===== config.mk =====
export PLATFORM = sky130hd
export DESIGN_NAME = mem_resp_demux
export DESIGN_NICKNAME = d
export VERILOG_FILES = /design/src/rtl/mem_resp_demux.sv
export SDC_FILE = /design/constraint.sdc
export NUM_CORES = 1
export LEC_CHECK = 0
export BUFFER_PORTS_ARGS = -buffer_cell sky130_fd_sc_hd__buf_2
export CORE_MARGIN = 2
export CORE_UTILIZATION = 33
export CTS_CLUSTER_DIAMETER = 200
export DETAILED_ROUTE_END_ITERATION = 6
export HOLD_SLACK_MARGIN = 0.03
export PLACE_DENSITY = 0.79
export SLEW_MARGIN = 20
export SYNTH_ARGS = -nofsm -noshare
export SYNTH_HDL_FRONTEND = slang
export SYNTH_SLANG_ARGS = --single-unit

===== constraint.sdc =====
create_clock -name clk -period 2.2 [get_ports clk]
set_input_delay 0.44 -clock clk [delete_from_list [all_inputs] [get_ports clk]]
set_output_delay 0.44 -clock clk [all_outputs]
set_load 0.05 [all_outputs]

===== src/rtl/mem_resp_demux.sv =====
// mem_resp_demux: in-order tag queue that steers memory read responses back to port A or port B.
// Optional MEM_RESP_DEMUX_REG_OUT_EN registers the port outputs for one added cycle of latency.
`default_nettype none

module mem_resp_demux #(
    parameter int N     = 32,
    parameter int DEPTH = 4
) (
    input  logic                     clk,
    input  logic                     rst,
    input  logic                     req_fire,
    input  logic                     req_sel,
    output logic                     req_ready,
    input  logic                     resp_valid,
    input  logic [N-1:0]             resp_data,
    output logic                     a_valid,
    output logic [N-1:0]             a_data,
    output logic                     b_valid,
    output logic [N-1:0]             b_data,
    output logic [$clog2(DEPTH):0]   count,
    output logic                     err
);

    localparam int AW = $clog2(DEPTH);
    localparam int CW = AW + 1;
    localparam logic [CW-1:0] FULL_CNT = CW'(DEPTH);

    logic [DEPTH-1:0] tags_q;
    logic [AW-1:0]    wr_ptr_q, rd_ptr_q;
    logic [CW-1:0]    count_q, count_d;
    logic             err_q, err_d;

    logic full, empty, bypass, store, pop, route_valid, route_tag;

    assign full   = (count_q == FULL_CNT);
    assign empty  = (count_q == '0);
    // Same-cycle request and response on an empty queue route straight through.
    assign bypass = empty & req_fire & resp_valid;
    assign store  = req_fire & ~full & ~bypass;
    assign pop    = resp_valid & ~empty;

    assign route_valid = pop | bypass;
    assign route_tag   = bypass ? req_sel : tags_q[rd_ptr_q];

    always_comb begin
        count_d = count_q;
        if (store && !pop) begin
            count_d = count_q + CW'(1);
        end else if (pop && !store) begin
            count_d = count_q - CW'(1);
        end
    end

    // Overflow is judged against the registered count, so a same-cycle pop does not excuse it.
    always_comb begin
        err_d = err_q;
        if ((req_fire && full) || (resp_valid && empty && !req_fire)) begin
            err_d = 1'b1;
        end
    end

    always_ff @(posedge clk) begin
        if (rst) begin
            tags_q   <= '0;
            wr_ptr_q <= '0;
            rd_ptr_q <= '0;
            count_q  <= '0;
            err_q    <= 1'b0;
        end else begin
            if (store) begin
                tags_q[wr_ptr_q] <= req_sel;
                wr_ptr_q         <= wr_ptr_q + AW'(1);
            end
            if (pop) begin
                rd_ptr_q <= rd_ptr_q + AW'(1);
            end
            count_q <= count_d;
            err_q   <= err_d;
        end
    end

    logic         rt_a_valid, rt_b_valid;
    logic [N-1:0] rt_a_data, rt_b_data;

    always_comb begin
        rt_a_valid = 1'b0;
        rt_a_data  = '0;
        rt_b_valid = 1'b0;
        rt_b_data  = '0;
        if (route_valid) begin
            if (route_tag) begin
                rt_b_valid = 1'b1;
                rt_b_data  = resp_data;
            end else begin
                rt_a_valid = 1'b1;
                rt_a_data  = resp_data;
            end
        end
    end

`ifdef MEM_RESP_DEMUX_REG_OUT_EN
    logic         a_valid_q, b_valid_q;
    logic [N-1:0] a_data_q, b_data_q;

    always_ff @(posedge clk) begin
        if (rst) begin
            a_valid_q <= 1'b0;
            a_data_q  <= '0;
            b_valid_q <= 1'b0;
            b_data_q  <= '0;
        end else begin
            a_valid_q <= rt_a_valid;
            a_data_q  <= rt_a_data;
            b_valid_q <= rt_b_valid;
            b_data_q  <= rt_b_data;
        end
    end

    assign a_valid = a_valid_q;
    assign a_data  = a_data_q;
    assign b_valid = b_valid_q;
    assign b_data  = b_data_q;
`else
    assign a_valid = rt_a_valid;
    assign a_data  = rt_a_data;
    assign b_valid = rt_b_valid;
    assign b_data  = rt_b_data;
`endif

    assign req_ready = ~full;
    assign count     = count_q;
    assign err       = err_q;

endmodule

`default_nettype wire


==> impl_metrics.tcl, run 1 <==
set metrics [dict create \
    status "finished with violations" \
    failed_checks "setup timing" \
    clock-root-buffer "sky130_fd_sc_hd__clkbuf_4" \
    initial_cell_density_of_the_core_pct 34.46 \
    yosys-mux-area-fraction_pct 7.182 \
    grt_first_pass_wirelength_mm 8.307 \
    internal-power_mw 1.156 \
    synth-xor-area-share_pct 3.808 \
    final_min_period_over_clock_period_pct 113.7 \
    synth_top_family_by_area "simple AND/OR/NAND/NOR gates" \
    rsz0062_at_grt "yes" \
    chipWidth_um 63.03 \
    detail-route-antenna-nets 0 \
    hold_violations 0 \
    totalNegativeSetupSlack_ns -16.30 \
    holdPathEnd "count[2]" \
    worstReg2RegStart "count[0]" \
    simple_logic_cell_fraction_of_the_synthesized_area_pct 44.83 \
    layout-area-overhead-vs-synth_pct 140.0 \
    synth.cell_area_mm2 0.001150 \
    worst-setup-path-type "reg2out" \
    layout.cells.non_filler 344 \
    drv_cap 0 \
    synth.distinct_cells 26 \
    compound_gate_fraction_of_synth_area_pct 6.964 \
    most-common-layout-cells "62 x sky130_fd_sc_hd__nor2_4, 44 x sky130_fd_sc_hd__buf_4, 41 x sky130_fd_sc_hd__buf_2" \
    endpoint_kind "output port" \
    crit-reg2reg-capture "count[2]" \
    adder_cell_area_share_of_the_yosys_netlist_pct 7.182 \
    clock_power_share_pct 6.8 \
    crit_fanout 15 \
    postSynthRegisterBits 12 \
    post_drt_via_cell_ratio 4.887 \
    insertedDiodeCount 0 \
    dieHeight_um 63.03 \
    n_fill_cell 180 \
    hold_path.startpoint "rst" \
    clkLatencyLatePin_ns 0.29 \
    hold_slack_ns 0.4556 \
    place.gp.congestion 0.8328 \
    clock.fmax_mhz 399.7 \
    num_vias 1681 \
    port-buffer-count 107 \
    drv_slew 0 \
    die_area_mm2 0.003973 \
    design.final.nets 342 \
    core_mm2 0.003337 \
    globalRoute.totalOverflow 0 \
    number_of_buffers_added_by_the_clock_tree_synthesis_step 3 \
    grt_start_max_net_pins 35 \
    total_leakage_power_nw 1.190 \
    final_core_utilization_pct 82.71 \
    wirelength_mm 5.673 \
    worst_slew_pin_slew_ns 0.4999 \
    worst_ep_arrival_time_ns 2.06 \
    worst_hold_path_type "in2reg" \
    drt_pass1_iterations 4 \
    antenna_found_initial 0 \
    drt-initial-drc-count 120 \
    synth_fp_nets 223 \
    via_count_of_the_first_global_routing_pass 1644 \
    switching_share_pct 57.37 \
    clk_path_buf_depth 2 \
    drcViolationCount 0 \
    cts.htree.levels 1 \
    relative_max_transition_margin_pct 66.25 \
    number_of_placed_cells_counting_well_taps 337 \
    gr-usage-all-layers_pct 26.42 \
    yosys-top-cells-area "sky130_fd_sc_hd__nor2_1 22%, sky130_fd_sc_hd__dfxtp_1 21%, sky130_fd_sc_hd__nand2_1 12%, sky130_fd_sc_hd__nor2_2 6.0%, sky130_fd_sc_hd__ha_1 5.4%" \
    syn-mean-instance-area_um2 6.388 \
    final_layout_size_suffix_gt1_share_pct 71.14 \
    power.net_switching_mw 1.555 \
    place.detailed.hpwl_mm 3.504 \
    startpoint_kind_of_the_worst_setup_timing_path "flip-flop" \
    synthesis.yosys.warnings 0 \
    hold-path-cell-count 2 \
    placementRows 21 \
    detail_route.wl_per_cell_um 16.49 \
    post-synth-top-area-cell "sky130_fd_sc_hd__nor2_1" \
    sequential_cell_area_fraction_in_the_yosys_report_pct 20.89 \
    finalWorstPathRequiredPeriod_ns 2.502 \
    worst_clock_skew_ns 0.001263 \
    power_density_mw_per_mm2 982.0 \
    reg2reg_slack_ns 0.04 \
    worst_ir_drop_vdd_mv 0.6343 \
    io_pins 108 \
    syn_inst 180 \
    final_critical_path_setup_slack_ns -0.3021 \
    seq_power_share_pct 11.6 \
    timing.reg2reg.worst_path_depth 9 \
    numClockSinks 12 \
    tritoncts "yes" \
    clk_pin_slew_worst_paths_ns 0.08 \
    setup_viol_count_final 66 \
    synth.top_cell.area_share_pct 21.55 \
    share_comb_of_total_power_pct 81.6 \
    critical_path_required_ns 1.76 \
    layout.cells.most_common "sky130_fd_sc_hd__nor2_4" \
]
worst max-delay path by stage:
stage                            end      from  cells past startpoint
after floorplan           b_data[10]  count[0]                      7
after global placement    b_data[30]  count[0]                      6
after detailed placement  b_data[18]  count[0]                      6
after CTS                 b_data[18]  count[0]                      6
after global routing      b_data[29]  count[0]                      6
final                      b_data[4]  count[0]                      6
synthesized netlist by cell type, drive strengths merged:
cell	number
and2	2
o311a	1
nand2	37
o311ai	3
o21ai	3
or3	3
buf	8
dfxtp	12
nand2b	1
nor2	77
and3	1
inv	4
o21a	1
nand3	1
ha	5
xor2	4
clkbuf	5
xnor2	1
fa	1
mux2i	6
o31a	1
a21oi	2
mux4	1
flip-flops by register name (all words and copies together) (netlist names):
| name | flops |
|---|---|
| tags_q | 4 |
| count | 3 |
| rd_ptr_q | 2 |
| wr_ptr_q | 2 |
| err | 1 |
power by group through the flow:
stage                     Sequential, mW  Clock, mW  Combinational [mW]
final                              0.314      0.184                2.21
after global placement             0.316          0                1.90
after global routing               0.324      0.195                2.32
after detailed placement           0.318          0                1.93
after floorplan                    0.410          0                1.45
after CTS                          0.314      0.185                2.09
critical path: stages (launching register included):
cell	delay, ns
sky130_fd_sc_hd__dfxtp_4	0.34
sky130_fd_sc_hd__or3_4	0.38
sky130_fd_sc_hd__or3_4	0.40
sky130_fd_sc_hd__and2_4	0.17
sky130_fd_sc_hd__buf_12	0.17
sky130_fd_sc_hd__nor2_4	0.12
sky130_fd_sc_hd__buf_6	0.17
per-layer routing:
metal  track usage (%)  routed length, um  share of wire, %  vias to the layer above
li1                  -                  -                 -                      805
met1             27.79               2024                36                      780
met2             49.87               3086                54                       77
met3             5.045                317               5.6                       19
met4             12.22                244               4.3                        0
met5                 0                  0                 0                        -
metrics by stage:
step | power (mW) | cell area [um^2] | setup WS, ns
2_1_floorplan | 1.859 | 1649 | -0.2289
3_3_place_gp | 2.215 | 2317 | -0.05701
3_5_place_dp | 2.248 | 2317 | -0.09492
4_1_cts | 2.586 | 2665 | -0.2830
5_1_grt | 2.835 | 2760 | -0.3346
6_report | 2.711 | 2760 | -0.3021
cells by family (layout without fill, tap and decap cells):
logic type,count (synthesis),after routing
simple gates,122,122
xor+xnor,5,5
buf+inv,17,135
mux,7,7
compound gates,11,11
fa+ha+maj,6,6
flops,12,12
what timing repair did:
item / in CTS / in global routing
hold endpoints to repair: 0 / 0
hold buffers: 0 / 0
resized for setup: 105 / 10
buffers inserted: 1 / 0
endpoints found under the setup margin: 67 / 67
pin swaps: 1 / 1
gates cloned: 0 / 2
cell type report:
| type | count | area (um^2) | share of cell area [%] |
|---|---|---|---|
| tap | 46 | 57.56 | 2.085 |
| multi-input combinational | 151 | 1290 | 46.74 |
| timing repair buffer | 127 | 1115 | 40.39 |
| sequential | 12 | 246.5 | 8.930 |
| inverter | 4 | 15.01 | 0.5440 |
| clock buffer | 4 | 36.28 | 1.315 |
No activity file was read; power rests on OpenSTA's default activity.
==> run 2, diff against run 1 <==
--- a/config.mk
+++ b/config.mk
@@ -7,11 +7,12 @@
 export LEC_CHECK = 0
 export BUFFER_PORTS_ARGS = -buffer_cell sky130_fd_sc_hd__buf_2
 export CORE_MARGIN = 2
-export CORE_UTILIZATION = 33
+export CORE_UTILIZATION = 30
 export CTS_CLUSTER_DIAMETER = 200
 export DETAILED_ROUTE_END_ITERATION = 6
 export HOLD_SLACK_MARGIN = 0.03
-export PLACE_DENSITY = 0.79
+export PLACE_DENSITY = 0.73
+export SETUP_SLACK_MARGIN = 0.5
 export SLEW_MARGIN = 20
 export SYNTH_ARGS = -nofsm -noshare
 export SYNTH_HDL_FRONTEND = slang
==> run 2 against run 1 <==
Net effect: the run still ends with setup timing left; worst hold slack improved by 0.038 ns; global-route usage shrank 3.1 points; via count rose by 5.2%; critical path type unchanged.
==> impl_metrics.tcl, run 2 (synthesis results as in run 1) <==
set metrics [dict create \
    status "finished with violations" \
    failed_checks "setup timing" \
    rsz0062_at_grt "yes" \
    total_leakage_power_nw 1.250 \
    gr-usage-all-layers_pct 23.28 \
    detail_route.wl_per_cell_um 17.33 \
    startpoint_kind_of_the_worst_setup_timing_path "flip-flop" \
    clkLatencyLatePin_ns 0.24 \
    wirelength_mm 6.101 \
    crit_end "b_data[28]" \
    postLayoutCellArea_mm2 0.002868 \
    worst_clock_skew_ns 0.002534 \
    insertedDiodeCount 0 \
    crit-reg2reg-capture "count[2]" \
    drt_pass1_iterations 4 \
    final-seq-area_um2 249.0 \
    die_area_mm2 0.004344 \
    finalWorstPathRequiredPeriod_ns 2.463 \
    crit_fanout 6 \
    critical_path_required_ns 1.76 \
    clock-root-buffer "sky130_fd_sc_hd__clkbuf_8" \
    post_drt_via_cell_ratio 5.026 \
    antenna_found_initial 0 \
    io_pins 108 \
    design.final.nets 348 \
    drv_cap 0 \
    most-common-layout-cells "62 x sky130_fd_sc_hd__nor2_4, 57 x sky130_fd_sc_hd__buf_2, 29 x sky130_fd_sc_hd__nand2_1" \
    clk_pin_slew_worst_paths_ns 0.05 \
    n_fill_cell 214 \
    power_density_mw_per_mm2 1002 \
    endpoint_kind "output port" \
    numClockSinks 12 \
    layout-area-overhead-vs-synth_pct 149.4 \
    hold_violations 0 \
    worstReg2RegStart "count[2]" \
    core_mm2 0.003661 \
    worst-setup-path-type "reg2out" \
    placement_cell_area_mm2 0.002372 \
    via_count_of_the_first_global_routing_pass 1604 \
    worst_ir_drop_vdd_mv 0.7645 \
    num_vias 1769 \
    dieHeight_um 65.91 \
    initial_cell_density_of_the_core_pct 31.41 \
    clk_path_buf_depth 2 \
    reg2reg_slack_ns -0.01 \
    relative_max_transition_margin_pct 66.02 \
    grt_first_pass_wirelength_mm 7.803 \
    cts.htree.levels 1 \
    cts_hold_buf 0 \
    totalNegativeSetupSlack_ns -13.95 \
    multi_input_area_mm2 0.001318 \
    layout.cells.most_common "sky130_fd_sc_hd__nor2_4" \
    port-buffer-count 107 \
    final_layout_size_suffix_gt1_share_pct 74.67 \
    setup_viol_count_final 67 \
    worst_hold_path_type "reg2reg" \
    timing.reg2reg.worst_path_depth 9 \
    grt_start_max_net_pins 18 \
    globalRoute.totalOverflow 0 \
    hold_slack_ns 0.4935 \
    reg_with_most_ffs "tags_q" \
    critPathLaunch "count[2]" \
    fin_total_pwr_mw 2.873 \
    tritoncts "yes" \
    final_critical_path_setup_slack_ns -0.2626 \
    chipWidth_um 65.91 \
    final_min_period_over_clock_period_pct 111.9 \
    drv_slew 0 \
    drt-initial-drc-count 84 \
    drcViolationCount 0 \
    hold-path-cell-count 2 \
    worst_slew_pin_slew_ns 0.5033 \
    detail-route-antenna-nets 0 \
    number_of_buffers_added_by_the_clock_tree_synthesis_step 3 \
    largest_register_ffs 4 \
    place.gp.congestion 0.7203 \
    worst_ep_arrival_time_ns 2.02 \
    place.detailed.hpwl_mm 3.482 \
    clock.fmax_mhz 406.1 \
    hold_path.startpoint "err" \
    placementRows 22 \
]
## run 2: cell count changes in the layout (fill, tap and decap cells not counted), moves of 2 or more
cell                       delta
sky130_fd_sc_hd__buf_4       -19
sky130_fd_sc_hd__buf_2       +16
sky130_fd_sc_hd__buf_8        +3
sky130_fd_sc_hd__nand2_2      +6
sky130_fd_sc_hd__clkbuf_4     +2
sky130_fd_sc_hd__nand2_1      -6
sky130_fd_sc_hd__clkbuf_8     +3
## run 2: worst min-delay path by stage
stage	endpoint	slack, ns
finish	err	0.49
global route	count[2]	0.52
CTS	tags_q[2]	0.50
detailed placement	tags_q[2]	0.48
global placement	err	0.45
floorplan	tags_q[3]	0.45
## run 2: layer usage
layer	wire [um]	global-route usage (%)	vias to the layer above
li1	-	-	822
met1	2189	25.67	828
met2	3218	44.44	91
met3	395	3.748	28
met4	297	7.813	0
met5	0	0	-
## run 2: layout make-up
type / instances / area share [%]
inverters: 4 / 0.5236
well taps: 48 / 2.094
clock buffers: 4 / 1.920
multi-input cells: 151 / 45.94
flip-flops and latches: 12 / 8.682
repair buffers: 133 / 40.84
## run 2: stage by stage
| stage | setup WS (ns) | utilization, % | std cells |
|---|---|---|---|
| global placement | -0.07735 | 64.80 | 344 |
| CTS | -0.2349 | 74.68 | 350 |
| finish | -0.2626 | 78.33 | 352 |
| global route | -0.2994 | 78.33 | 352 |
| detailed placement | -0.1107 | 64.80 | 344 |
| floorplan | -0.2289 | - | 180 |
## run 2: critical path, stage by stage, from the launching register on
cell and delay, ns:
sky130_fd_sc_hd__dfxtp_4 0.33, sky130_fd_sc_hd__or3_4 0.39, sky130_fd_sc_hd__or3_4 0.40, sky130_fd_sc_hd__and2_4 0.20, sky130_fd_sc_hd__clkbuf_16 0.18, sky130_fd_sc_hd__nor2_4 0.11
sky130_fd_sc_hd__buf_8 0.15
## run 2: report_power, final
part / internal (mW) / total [mW] / switching, mW
sequential: 0.277 / 0.314 / 0.0373
clock: 0.158 / 0.237 / 0.0793
combinational: 0.846 / 2.32 / 1.48
## run 2: timing repair
item                       4_1_cts  5_1_grt
gates resized for setup         90       24
cloned                           1        2
pin swaps                        3        2
setup endpoints to repair       68       70
setup buffers                    1        0
